[src/rtl/kpg_pkg.sv]
// Shared constants and the buffered result record for the KPG sum stage.
package kpg_pkg;

  localparam logic [1:0] KPG_KILL  = 2'b00;
  localparam logic [1:0] KPG_GEN   = 2'b11;
  localparam int         KPG_WIDTH = 32;

  typedef struct packed {
    logic [KPG_WIDTH-1:0] sum;
    logic                 cout;
    logic                 ovf;
    logic                 zero;
  } kpg_res_t;

endpackage

[src/rtl/kpg_res_fifo2.sv]
// Two-entry valid/ready result buffer; in_ready depends only on the count register.
module kpg_res_fifo2
  import kpg_pkg::*;
#(
  parameter int DEPTH = 2
) (
  input  logic     clk,
  input  logic     rst,
  input  logic     in_valid,
  output logic     in_ready,
  input  kpg_res_t in_data,
  output logic     out_valid,
  input  logic     out_ready,
  output kpg_res_t out_data
);

  localparam logic [1:0] FULL = 2'(DEPTH);

  kpg_res_t   mem_r [2];
  logic       head_r;
  logic       tail_r;
  logic [1:0] count_r;
  logic [1:0] count_nxt_s;
  logic       push_s;
  logic       pop_s;

  assign in_ready  = (count_r < FULL);
  assign out_valid = (count_r != 2'd0);
  assign out_data  = mem_r[head_r];
  assign push_s    = in_valid && in_ready;
  assign pop_s     = out_valid && out_ready;

  // Occupancy update; a simultaneous push and pop leaves the count unchanged.
  always_comb begin
    count_nxt_s = count_r;
    case ({push_s, pop_s})
      2'b10:   count_nxt_s = count_r + 2'd1;
      2'b01:   count_nxt_s = count_r - 2'd1;
      default: count_nxt_s = count_r;
    endcase
  end

  // Storage, 1-bit wrapping pointers and count.
  always_ff @(posedge clk or posedge rst) begin
    if (rst) begin
      mem_r[0] <= '0;
      mem_r[1] <= '0;
      head_r   <= 1'b0;
      tail_r   <= 1'b0;
      count_r  <= 2'd0;
    end else begin
      if (push_s) begin
        mem_r[tail_r] <= in_data;
        tail_r        <= ~tail_r;
      end
      if (pop_s) begin
        head_r <= ~head_r;
      end
      count_r <= count_nxt_s;
    end
  end

endmodule

[src/rtl/kpg_sum_stage.sv]
// Sum/flag formation from resolved KPG carry codes, buffered behind valid/ready.
// Optional KPG_CHECK_EN adds a sticky kpg_err consistency checker.
module kpg_sum_stage
  import kpg_pkg::*;
#(
  parameter int WIDTH = KPG_WIDTH,
  parameter int DEPTH = 2
) (
  input  logic             clk,
  input  logic             rst,
  input  logic             in_valid,
  output logic             in_ready,
  input  logic [WIDTH-1:0] a,
  input  logic [WIDTH-1:0] b,
  input  logic [WIDTH-1:0] r0,
  input  logic [WIDTH-1:0] r1,
  output logic             out_valid,
  input  logic             out_ready,
  output logic [WIDTH-1:0] sum,
  output logic             cout,
  output logic             ovf,
  output logic             zero
`ifdef KPG_CHECK_EN
  ,
  output logic             kpg_err
`endif
);

  logic [WIDTH-1:0] p_s;
  logic [WIDTH-1:0] cin_s;
  logic [WIDTH-1:0] sum_s;
  kpg_res_t         res_s;
  kpg_res_t         head_s;

  // r1[i] is the carry out of bit i, so bit i sees r1[i-1]; bit 0 has no carry-in.
  assign p_s   = a ^ b;
  assign cin_s = {r1[WIDTH-2:0], 1'b0};
  assign sum_s = p_s ^ cin_s;

  assign res_s.sum  = sum_s;
  assign res_s.cout = r1[WIDTH-1];
  assign res_s.ovf  = r1[WIDTH-1] ^ r1[WIDTH-2];
  assign res_s.zero = ~|sum_s;

  kpg_res_fifo2 #(.DEPTH(DEPTH)) u_fifo (
    .clk       (clk),
    .rst       (rst),
    .in_valid  (in_valid),
    .in_ready  (in_ready),
    .in_data   (res_s),
    .out_valid (out_valid),
    .out_ready (out_ready),
    .out_data  (head_s)
  );

  assign sum  = head_s.sum;
  assign cout = head_s.cout;
  assign ovf  = head_s.ovf;
  assign zero = head_s.zero;

`ifdef KPG_CHECK_EN
  logic             err_r;
  logic [WIDTH-1:0] ref_sum_s;

  assign ref_sum_s = a + b;

  // Sticky flag: unresolved code or a sum that disagrees with a plain adder.
  always_ff @(posedge clk or posedge rst) begin
    if (rst) begin
      err_r <= 1'b0;
    end else if (in_valid && in_ready && ((r0 != r1) || (ref_sum_s != sum_s))) begin
      err_r <= 1'b1;
    end
  end

  assign kpg_err = err_r;
`else
  logic unused_r0;
  assign unused_r0 = &{1'b0, r0};
`endif

endmodule

[config.mk]
export PLATFORM = sky130hd
export DESIGN_NAME = kpg_sum_stage
export DESIGN_NICKNAME = d
export VERILOG_FILES = /design/src/rtl/kpg_pkg.sv /design/src/rtl/kpg_res_fifo2.sv /design/src/rtl/kpg_sum_stage.sv
export SDC_FILE = /design/constraint.sdc
export NUM_CORES = 1
export LEC_CHECK = 0
export CORE_MARGIN = 5
export CORE_UTILIZATION = 33
export CTS_CLUSTER_SIZE = 25
export DETAILED_ROUTE_END_ITERATION = 8
export PLACE_DENSITY = 0.65
export SLEW_MARGIN = 20
export SYNTH_ARGS = -nofsm -noshare
export SYNTH_HDL_FRONTEND = slang
export SYNTH_HIERARCHICAL = 1
export SYNTH_SLANG_ARGS = --single-unit
[constraint.sdc]
create_clock -name clk -period 6.7 [get_ports clk]
set_clock_uncertainty 0.05 [all_clocks]
set_input_delay 0.67 -clock clk [delete_from_list [all_inputs] [get_ports clk]]
set_output_delay 0.67 -clock clk [all_outputs]
set_load 0.01 [all_outputs]
==> results of run 1 <==
==> power by group through the flow <==
| stage | clock network, W | registers, W | logic, W |
|---|---|---|---|
| finish | 0.000481 | 0.000822 | 0.00111 |
| global placement | 0 | 0.000817 | 0.00110 |
| detailed placement | 0 | 0.000835 | 0.00112 |
| global route | 0.000522 | 0.000862 | 0.00121 |
| CTS | 0.000500 | 0.000828 | 0.00113 |
| floorplan | 0 | 0.000752 | 0.000686 |
==> path summary, 6_finish.rpt <==
| check | to | depth (start not counted) | startpoint | slack [ps] |
|---|---|---|---|---|
| max | sum[0] | 2 | u_fifo/head_r | 3760 |
| min reg2reg | u_fifo/mem_r[15] | 1 | u_fifo/mem_r[15] | 430 |
| min in group asynchronous | u_fifo/mem_r[53] | 3 | rst | 890 |
| max in group asynchronous | u_fifo/head_r | 3 | rst | 5040 |
| min | u_fifo/mem_r[15] | 1 | u_fifo/mem_r[15] | 430 |
| max reg2reg | u_fifo/mem_r[19] | 3 | u_fifo/count_r[1] | 4590 |
==> state kept, by name (all words and copies together) (netlist names) <==
name	flops
u_fifo/count_r	2
u_fifo/tail_r	1
u_fifo/mem_r	70
u_fifo/head_r	1
==> worst max-delay path, stage by stage, from the launching register on <==
cell	delay [ps]
sky130_fd_sc_hd__dfrtp_2	950
sky130_fd_sc_hd__mux2_2	410
sky130_fd_sc_hd__clkdlybuf4s50_1	520
==> layout make-up <==
type | instances | area [sq um]
repair buffers | 138 | 1396
clock inverters | 5 | 52.55
well taps | 147 | 183.9
flip-flops and latches | 74 | 1853
clock buffers | 11 | 252.7
multi-input cells | 171 | 2021
fillers | 1106 | 6111
inverters | 24 | 91.34
==> Yosys cell counts, drive strengths merged <==
master | n | share of area, %
dfrtp | 74 | 46
xnor3 | 21 | 12
nand2 | 1 | 0.093
and2 | 1 | 0.16
ha | 1 | 0.31
or2 | 1 | 0.16
mux2 | 105 | 29
inv | 24 | 2.2
nor2 | 2 | 0.37
nand4 | 5 | 0.78
xnor2 | 25 | 5.4
nor4 | 4 | 0.62
xor2 | 2 | 0.44
nand3 | 1 | 0.25
nand2b | 1 | 0.16
buf | 10 | 1.4
and4 | 1 | 0.22
==> per-layer routing <==
| layer | GRT usage, % | routed length (um) | vias to the layer above |
|---|---|---|---|
| li1 | - | - | 1250 |
| met5 | 0 | 0 | - |
| met2 | 22.35 | 4549 | 81 |
| met4 | 4.887 | 125 | 0 |
| met1 | 14.98 | 3593 | 1318 |
| met3 | 3.414 | 580 | 11 |
==> cells by family after synthesis <==
group                      Yosys count  share of synthesized area (%)
xor gates and xnor gates            48                          17.74
adders and majority gates            1                         0.3112
DFF                                 74                          46.06
buffers and inverters               34                          3.673
muxes                              105                          29.41
and+or+nand+nor                     17                          2.801
==> per-stage QoR <==
stage | utilization [%] | total power (W) | area (sq um) | setup WS, ps
detailed placement | 46.13 | 0.001958 | 5518 | 3792
finish | 48.91 | 0.002414 | 5851 | 3757
global placement | 46.13 | 0.001922 | 5518 | 3859
floorplan | - | 0.001438 | 4020 | 4098
CTS | 48.68 | 0.002459 | 5823 | 3665
global route | 48.91 | 0.002590 | 5851 | 3611
==> implementation parameters, run 1 <==
Parameter                              Value

Final layout
  Layout Nets    551
  Layout overhead on the synthesized area    45.53%
  Count of antenna diodes in the layout    0
  Final cell count without fillers    570
  Fraction of layout cells with a size suffix above 1    23.88%
  Commonest non-fill, non-tap cells in the layout    sky130_fd_sc_hd__clkdlybuf4s50_1 (136), sky130_fd_sc_hd__mux2_2 (75), sky130_fd_sc_hd__dfrtp_1 (73), sky130_fd_sc_hd__mux2_1 (30), sky130_fd_sc_hd__xnor2_1 (25)
  Most common cell after layout, fill and taps aside    sky130_fd_sc_hd__clkdlybuf4s50_1

Detailed routing
  DRC violations left    0
  Post-route ant nets    0
  Final wirelength    8848 um
  Vias/cell    4.667
  Via count    2660
  DR pass1 iterations    2
  Initial DRC Count    36
  Wire length per cell    15.52 um

Power and ir drop
  Switching Fraction    29.49%
  Total power divided by cell area    412.6 nW/um^2
  Register share of total power    34.1%
  Worst ir drop on vdd    0.2939 mV
  Internal power    0.001702 W
  Leakage    2.550 nW
  Portion of total power attributed to the clock network    19.9%
  Power dissipated by switching net loads    0.0007119 W
  Share of power burned in combinational logic    46.0%

Timing
  Transition time at the pin with the least slew margin    1022 ps
  Max Clock Freq    0.3398 GHz
  Setup TNS    0 ps
  RSZ-0062 raised after global routing    no
  Max-slew violation count    0
  Final period utilization    43.92%
  Headroom to the max-slew limit    31.76%
  Worst hold slack    433.7 ps
  Final Hold Viols    0
  Final critical-path required period    2943 ps
  Final number of setup-violating endpoints    0

Placed design
  Number of placed instances with taps included    553
  Number of port buffers    136
  Placed wire-length estimate after detailed placement    6528 um
  Gpl congestion    0.6483

Floorplanning
  Boundary pin count    169
  Die H    120.4 um
  Core Footprint    11960 sq um
  Initial Utilization    33.61%
  Floorplan die area    14490 sq um
  Floorplan die width    120.4 um
  Row count    40

Global routing
  Wire length of the first global-routing pass    14820 um
  Number of global-route vias before repair    3018
  Initial antenna violation count    0
  Pin count of the biggest net entering global routing    75
  Overflow left after global routing    0
  Global routing usage summed across all routing layers    12.79%

Yosys
  Number of instances in the synthesized netlist    279
  Library cells used by synthesis    21
  Synth Warn #    6
  Cell Area, Synth    4020 sq um
  Avg Cell Area, Syn    14.41 sq um
  Synthesized Nets    412
  Sequential area share after synthesis    46.06%
  Flip-flop and latch count after synthesis    74

Clocking
  H-tree lvl count    3
  CTS-repair resized insts    0
  Max clock buf depth    2
  Worst-Skew Late Latency    320 ps
  Hold buffers post-CTS    0
  Clock slew seen by the registers of the worst setup and hold paths    60 ps
  Inserted Clock Buffers    9
  Setup Buffers After CTS    0
  Root buffer cell    sky130_fd_sc_hd__clkbuf_16
  CTS tree    yes
  Clock sinks    74

Critical path
  Critical path class    register to primary output
  Type of element capturing the critical path    primary output
  Worst setup SP type    register
  WP data arrival    2220 ps
  Maximum fanout count along the critical path    36
  Data required time at the worst endpoint    5980 ps

Hold path
  Tightest Hold Check Type    register to register

Job
  Max-cap check violation count    0

Run status
  Result of the run    finished clean
(Power assumes the default switching activity.)
==> inputs of run 2 (changes only) <==
PLACE_DENSITY = 0.67   (was 0.65)
clock period = 2.7 ns   (was 6.7 ns; I/O delays follow)
==> implementation parameters, run 2 (synthesized netlist as in run 1, its figures left out) <==
Parameter                              Value

Run status
  Result of the run    finished clean (unchanged)

Clocking
  Hold buffers post-CTS    0 (unchanged)
  CTS-repair resized insts    0 (unchanged)
  Clock sinks    74 (unchanged)
  Worst-Skew Late Latency    320 ps (about the same)
  CTS tree    yes (unchanged)
  Setup Buffers After CTS    0 (unchanged)
  Root buffer cell    sky130_fd_sc_hd__clkbuf_16 (unchanged)
  Clock slew seen by the registers of the worst setup and hold paths    60 ps (about the same)
  Inserted Clock Buffers    9 (unchanged)
  H-tree lvl count    3 (unchanged)
  Max clock buf depth    2 (unchanged)

Detailed routing
  Vias/cell    4.592 (was 4.667)
  Initial DRC Count    52 (was 36)
  Final wirelength    8815 um (was 8848 um)
  Met2 routed wirelength    4324 um (was 4549 um)
  Post-route ant nets    0 (unchanged)
  Detailed-routed wire length on met3    678 um (was 580 um)
  DR pass1 iterations    4 (was 2)
  Highest metal used    met4 (unchanged)
  Wire length per cell    15.38 um (was 15.52 um)
  Via count    2631 (was 2660)
  DRC violations left    0 (unchanged)
  Met1 WL    3729 um (was 3593 um)

Power and ir drop
  Worst ir drop on vdd    0.5337 mV (was 0.2939 mV)
  Leakage    2.565 nW (was 2.550 nW)
  Total power divided by cell area    1012 nW/um^2 (was 412.6 nW/um^2)
  Power after layout    0.005961 W (was 0.002414 W)

Placed design
  Placed wire-length estimate after detailed placement    6696 um (was 6528 um)
  Number of port buffers    136 (unchanged)
  Gpl congestion    0.7045 (was 0.6483)
  Dpl cell area    5598 sq um (was 5518 sq um)

Floorplanning
  Initial Utilization    33.61% (unchanged)
  Die H    120.4 um (unchanged)
  Core Footprint    11960 sq um (unchanged)
  Row count    40 (unchanged)
  Boundary pin count    169 (unchanged)
  Floorplan die area    14490 sq um (unchanged)
  Floorplan die width    120.4 um (unchanged)

Critical path
  Cell-by-cell trace of the critical path    buf_4 > mux2_2 > clkdlybuf4s50_1 (was mux2_2 > clkdlybuf4s50_1)
  Slowest-stage cell, CP    sky130_fd_sc_hd__dfrtp_2 (unchanged)
  Type of element capturing the critical path    primary output (unchanged)
  Critical path class    register to primary output (unchanged)
  Worst setup SP type    register (unchanged)
  Maximum fanout count along the critical path    15 (was 36)
  Flop2flop setup slack    970 ps (was 4590 ps)
  WP data arrival    2040 ps (was 2220 ps)
  Critical Path Max Stage Delay    610 ps (was 950 ps)
  Data required time at the worst endpoint    2380 ps (was 5980 ps)

Final layout
  Largest reg by FF count    u_fifo/mem_r (unchanged)
  Max FFs per register    70 (unchanged)
  Most common cell after layout, fill and taps aside    sky130_fd_sc_hd__clkdlybuf4s50_1 (unchanged)
  Post-route cell area    5889 sq um (was 5851 sq um)
  Commonest non-fill, non-tap cells in the layout    sky130_fd_sc_hd__clkdlybuf4s50_1 (136), sky130_fd_sc_hd__mux2_2 (75), sky130_fd_sc_hd__dfrtp_1 (73), sky130_fd_sc_hd__mux2_1 (30), sky130_fd_sc_hd__xnor2_1 (25) (unchanged)
  Layout overhead on the synthesized area    46.50% (was 45.53%)
  Count of antenna diodes in the layout    0 (unchanged)
  Layout Nets    554 (was 551)
  Largest registers ranked by flip-flop count    u_fifo/mem_r (70), u_fifo/count_r (2) (unchanged)
  Fraction of layout cells with a size suffix above 1    24.41% (was 23.88%)

Timing
  Final Hold Viols    0 (unchanged)
  RSZ-0062 raised after global routing    no (unchanged)
  Headroom to the max-slew limit    53.56% (was 31.76%)
  Max Clock Freq    0.4238 GHz
  Final number of setup-violating endpoints    0 (unchanged)
  Max-slew violation count    0 (unchanged)
  Final critical-path required period    2360 ps
  Setup TNS    0 ps (unchanged)
  Transition time at the pin with the least slew margin    696.6 ps (was 1022 ps)
  Final period utilization    87.39%

Global routing
  Number of global-route vias before repair    2925 (was 3018)
  Global routing usage summed across all routing layers    12.54% (was 12.79%)
  Initial antenna violation count    0 (unchanged)
  Wire length of the first global-routing pass    14500 um (was 14820 um)
  Pin count of the biggest net entering global routing    40 (was 75)
  Overflow left after global routing    0 (unchanged)

Hold path
  Tightest Hold Check Type    input port to asynchronous set/reset pin (was register to register)

Job
  Max-cap check violation count    0 (unchanged)
[run 2: critical path: cells and delay by family (launching register included)]
| family | cells | cell delay (ps) |
|---|---|---|
| buffers and inverters | 2 | 740 |
| DFF | 1 | 610 |
| muxes | 1 | 360 |
[run 2: worst paths after layout]
check	start	end	cells after the start
worst max-delay path	u_fifo/head_r	sum[28]	3
worst min-delay path	rst	u_fifo/mem_r[56]	2
worst max register to register	u_fifo/count_r[1]	u_fifo/mem_r[17]	4
worst min register to register	u_fifo/mem_r[5]	u_fifo/mem_r[5]	1
max in group asynchronous	rst	u_fifo/mem_r[16]	3
min in group clk	u_fifo/mem_r[5]	u_fifo/mem_r[5]	1
[run 2: layout make-up]
cell class,count,area [sq um]
Clock buffer,12,266.5
Clock inverter,4,25.02
Fill cell,1093,6072
Inverter,24,91.34
Multi-Input combinational cell,171,2021
Sequential cell,74,1853
Tap cell,147,183.9
Timing Repair Buffer,141,1449
[run 2: through the flow]
stage          cells  utilization, %  setup WS [ps]  hold WS [ps]
2_1_floorplan    279               -          498.4         370.5
3_3_place_gp     557           46.80          372.1         417.4
3_5_place_dp     557           46.80          286.5         425.3
4_1_cts          573           49.24          274.8         329.3
5_1_grt          573           49.24          223.7         372.6
6_report         573           49.24          340.4         296.6
[run 2: report_power, final]
group | internal, W | switching [W] | total, W | leakage [nW]
logic | 0.00183 | 0.00103 | 0.00287 | 1.55
registers | 0.00167 | 0.000304 | 0.00198 | 0.879
clock network | 0.000693 | 0.000427 | 0.00112 | 0.141
total | 0.00420 | 0.00176 | 0.00596 | 2.56
[run 2: metal layers]
| metal | vias up | track usage, % |
|---|---|---|
| li1 | 1246 | - |
| met1 | 1294 | 15.31 |
| met2 | 83 | 21.13 |
| met3 | 8 | 4.490 |
| met4 | 0 | 3.187 |
| met5 | - | 0 |
==> inputs of run 3 (changes only) <==
CTS_CLUSTER_DIAMETER = 40   (was default)
REMOVE_ABC_BUFFERS = 1   (was default)
==> implementation parameters, run 3 (synthesized netlist as in run 1, its figures left out) <==
Parameter                              Value

Final layout
  Layout overhead on the synthesized area    46.44% (was 46.50%)
  Largest registers ranked by flip-flop count    u_fifo/mem_r (70), u_fifo/count_r (2) (unchanged)
  Most common cell after layout, fill and taps aside    sky130_fd_sc_hd__clkdlybuf4s50_1 (unchanged)
  Count of antenna diodes in the layout    0 (unchanged)
  Max FFs per register    70 (unchanged)
  Layout Nets    553 (was 554)
  Largest reg by FF count    u_fifo/mem_r (unchanged)
  Post-route cell area    5887 sq um (was 5889 sq um)
  Count of filler cells inserted in the layout    1115 (was 1093)
  Commonest non-fill, non-tap cells in the layout    sky130_fd_sc_hd__clkdlybuf4s50_1 (136), sky130_fd_sc_hd__mux2_2 (75), sky130_fd_sc_hd__dfrtp_1 (73), sky130_fd_sc_hd__mux2_1 (30), sky130_fd_sc_hd__xnor2_1 (25) (unchanged)
  Fraction of layout cells with a size suffix above 1    23.82% (was 24.41%)

Detailed routing
  Final wirelength    9194 um (was 8815 um)
  Wire length per cell    16.10 um (was 15.38 um)
  Post-route ant nets    0 (unchanged)
  DRC violations left    0 (unchanged)
  Vias/cell    4.643 (was 4.592)
  DR pass1 iterations    2 (was 4)
  Via count    2651 (was 2631)
  Initial DRC Count    45 (was 52)

Global routing
  Initial antenna violation count    0 (unchanged)
  Number of global-route vias before repair    3028 (was 2925)
  Global routing usage summed across all routing layers    13.06% (was 12.54%)
  Overflow left after global routing    0 (unchanged)
  Pin count of the biggest net entering global routing    39 (was 40)
  Wire length of the first global-routing pass    14950 um (was 14500 um)

Timing
  Final Hold Viols    0 (unchanged)
  Transition time at the pin with the least slew margin    664.7 ps (was 696.6 ps)
  Max Clock Freq    0.4090 GHz (was 0.4238 GHz)
  Headroom to the max-slew limit    55.63% (was 53.56%)
  RSZ-0062 raised after global routing    no (unchanged)
  Final critical-path required period    2445 ps (was 2360 ps)
  Setup TNS    0 ps (unchanged)
  Max-slew violation count    0 (unchanged)
  Final period utilization    90.56% (was 87.39%)
  Final number of setup-violating endpoints    0 (unchanged)

Hold path
  Tightest Hold Check Type    input port to asynchronous set/reset pin (unchanged)

Run status
  Result of the run    finished clean (unchanged)

Critical path
  Critical path class    register to primary output (unchanged)
  Worst setup SP type    register (unchanged)
  Type of element capturing the critical path    primary output (unchanged)
  WP data arrival    2130 ps (was 2040 ps)
  Data required time at the worst endpoint    2380 ps (about the same)
  Maximum fanout count along the critical path    19 (was 15)

Placed design
  Dpl cell area    5578 sq um (was 5598 sq um)
  Number of port buffers    136 (unchanged)
  Placed wire-length estimate after detailed placement    6836 um (was 6696 um)
  Gpl congestion    0.6909 (was 0.7045)

Clocking
  Hold buffers post-CTS    0 (unchanged)
  Clock slew seen by the registers of the worst setup and hold paths    60 ps (about the same)
  CTS tree    yes (unchanged)
  Root buffer cell    sky130_fd_sc_hd__clkbuf_16 (unchanged)
  Worst-Skew Late Latency    320 ps (about the same)
  Max clock buf depth    2 (unchanged)
  Setup Buffers After CTS    0 (unchanged)
  H-tree lvl count    3 (unchanged)
  CTS-repair resized insts    0 (unchanged)
  Clock sinks    74 (unchanged)
  Inserted Clock Buffers    9 (unchanged)

Floorplanning
  Floorplan die width    120.4 um (unchanged)
  Boundary pin count    169 (unchanged)
  Die H    120.4 um (unchanged)
  Initial Utilization    33.61% (unchanged)
  Core Footprint    11960 sq um (unchanged)
  Row count    40 (unchanged)
  Floorplan die area    14490 sq um (unchanged)

Power and ir drop
  Worst ir drop on vdd    0.5313 mV (was 0.5337 mV)
  Leakage    2.558 nW (was 2.565 nW)
  Total power divided by cell area    1031 nW/um^2 (was 1012 nW/um^2)

Job
  Max-cap check violation count    0 (unchanged)
## run 3: metal layers
metal  global-route usage, %  routed length (um)
met5                       0                   0
met4                   3.612                  47
met3                   4.210                 593
met2                   22.35                4621
met1                   15.81                3931
## run 3: power by group
part	leakage, nW	total (W)	internal [W]	switching (W)
Sequential	0.879	0.00201	0.00167	0.000336
Clock	0.145	0.00124	0.000802	0.000436
Combinational	1.53	0.00282	0.00182	0.00101
Total	2.56	0.00607	0.00429	0.00178
## run 3: critical path, stage by stage (launching register included)
cell                              delay [ps]
sky130_fd_sc_hd__dfrtp_2                 700
sky130_fd_sc_hd__buf_12                  250
sky130_fd_sc_hd__mux2_2                  360
sky130_fd_sc_hd__clkdlybuf4s50_1         490
## run 3: cell type report
type	count	area, sq um	share of cell area (%)
well taps	147	183.9	3.124
multi-input cells	171	2021	34.33
repair buffers	140	1429	24.27
inverters	24	91.34	1.552
clock buffers	10	229.0	3.889
flip-flops and latches	74	1853	31.48
clock inverters	5	80.08	1.360
## run 3: worst paths after layout
kind,start,endpoint,slack [ps],depth (start not counted)
setup / recovery,u_fifo/head_r,sum[26],250,3
hold / removal,rst,u_fifo/mem_r[33],290,2
setup reg to reg,u_fifo/count_r[0],u_fifo/count_r[1],1070,5
hold reg to reg,u_fifo/mem_r[17],u_fifo/mem_r[17],440,1
max in group asynchronous,rst,u_fifo/head_r,1650,3
min in group clk,u_fifo/mem_r[17],u_fifo/mem_r[17],440,1
## run 3: through the flow
| stage | power, W | std cells | util, % | worst slack (ps) | hold WS (ps) |
|---|---|---|---|---|---|
| 3_5_place_dp | 0.004905 | 556 | 46.63 | 467.1 | 425.2 |
| 5_1_grt | 0.006467 | 571 | 49.22 | 144.9 | 347.7 |
| 4_1_cts | 0.006178 | 571 | 49.22 | 205.0 | 315.6 |
| 3_3_place_gp | 0.004815 | 556 | 46.63 | 498.3 | 417.7 |
| 6_report | 0.006067 | 571 | 49.22 | 254.9 | 293.2 |
| 2_1_floorplan | 0.003522 | 269 | - | 498.4 | 370.7 |
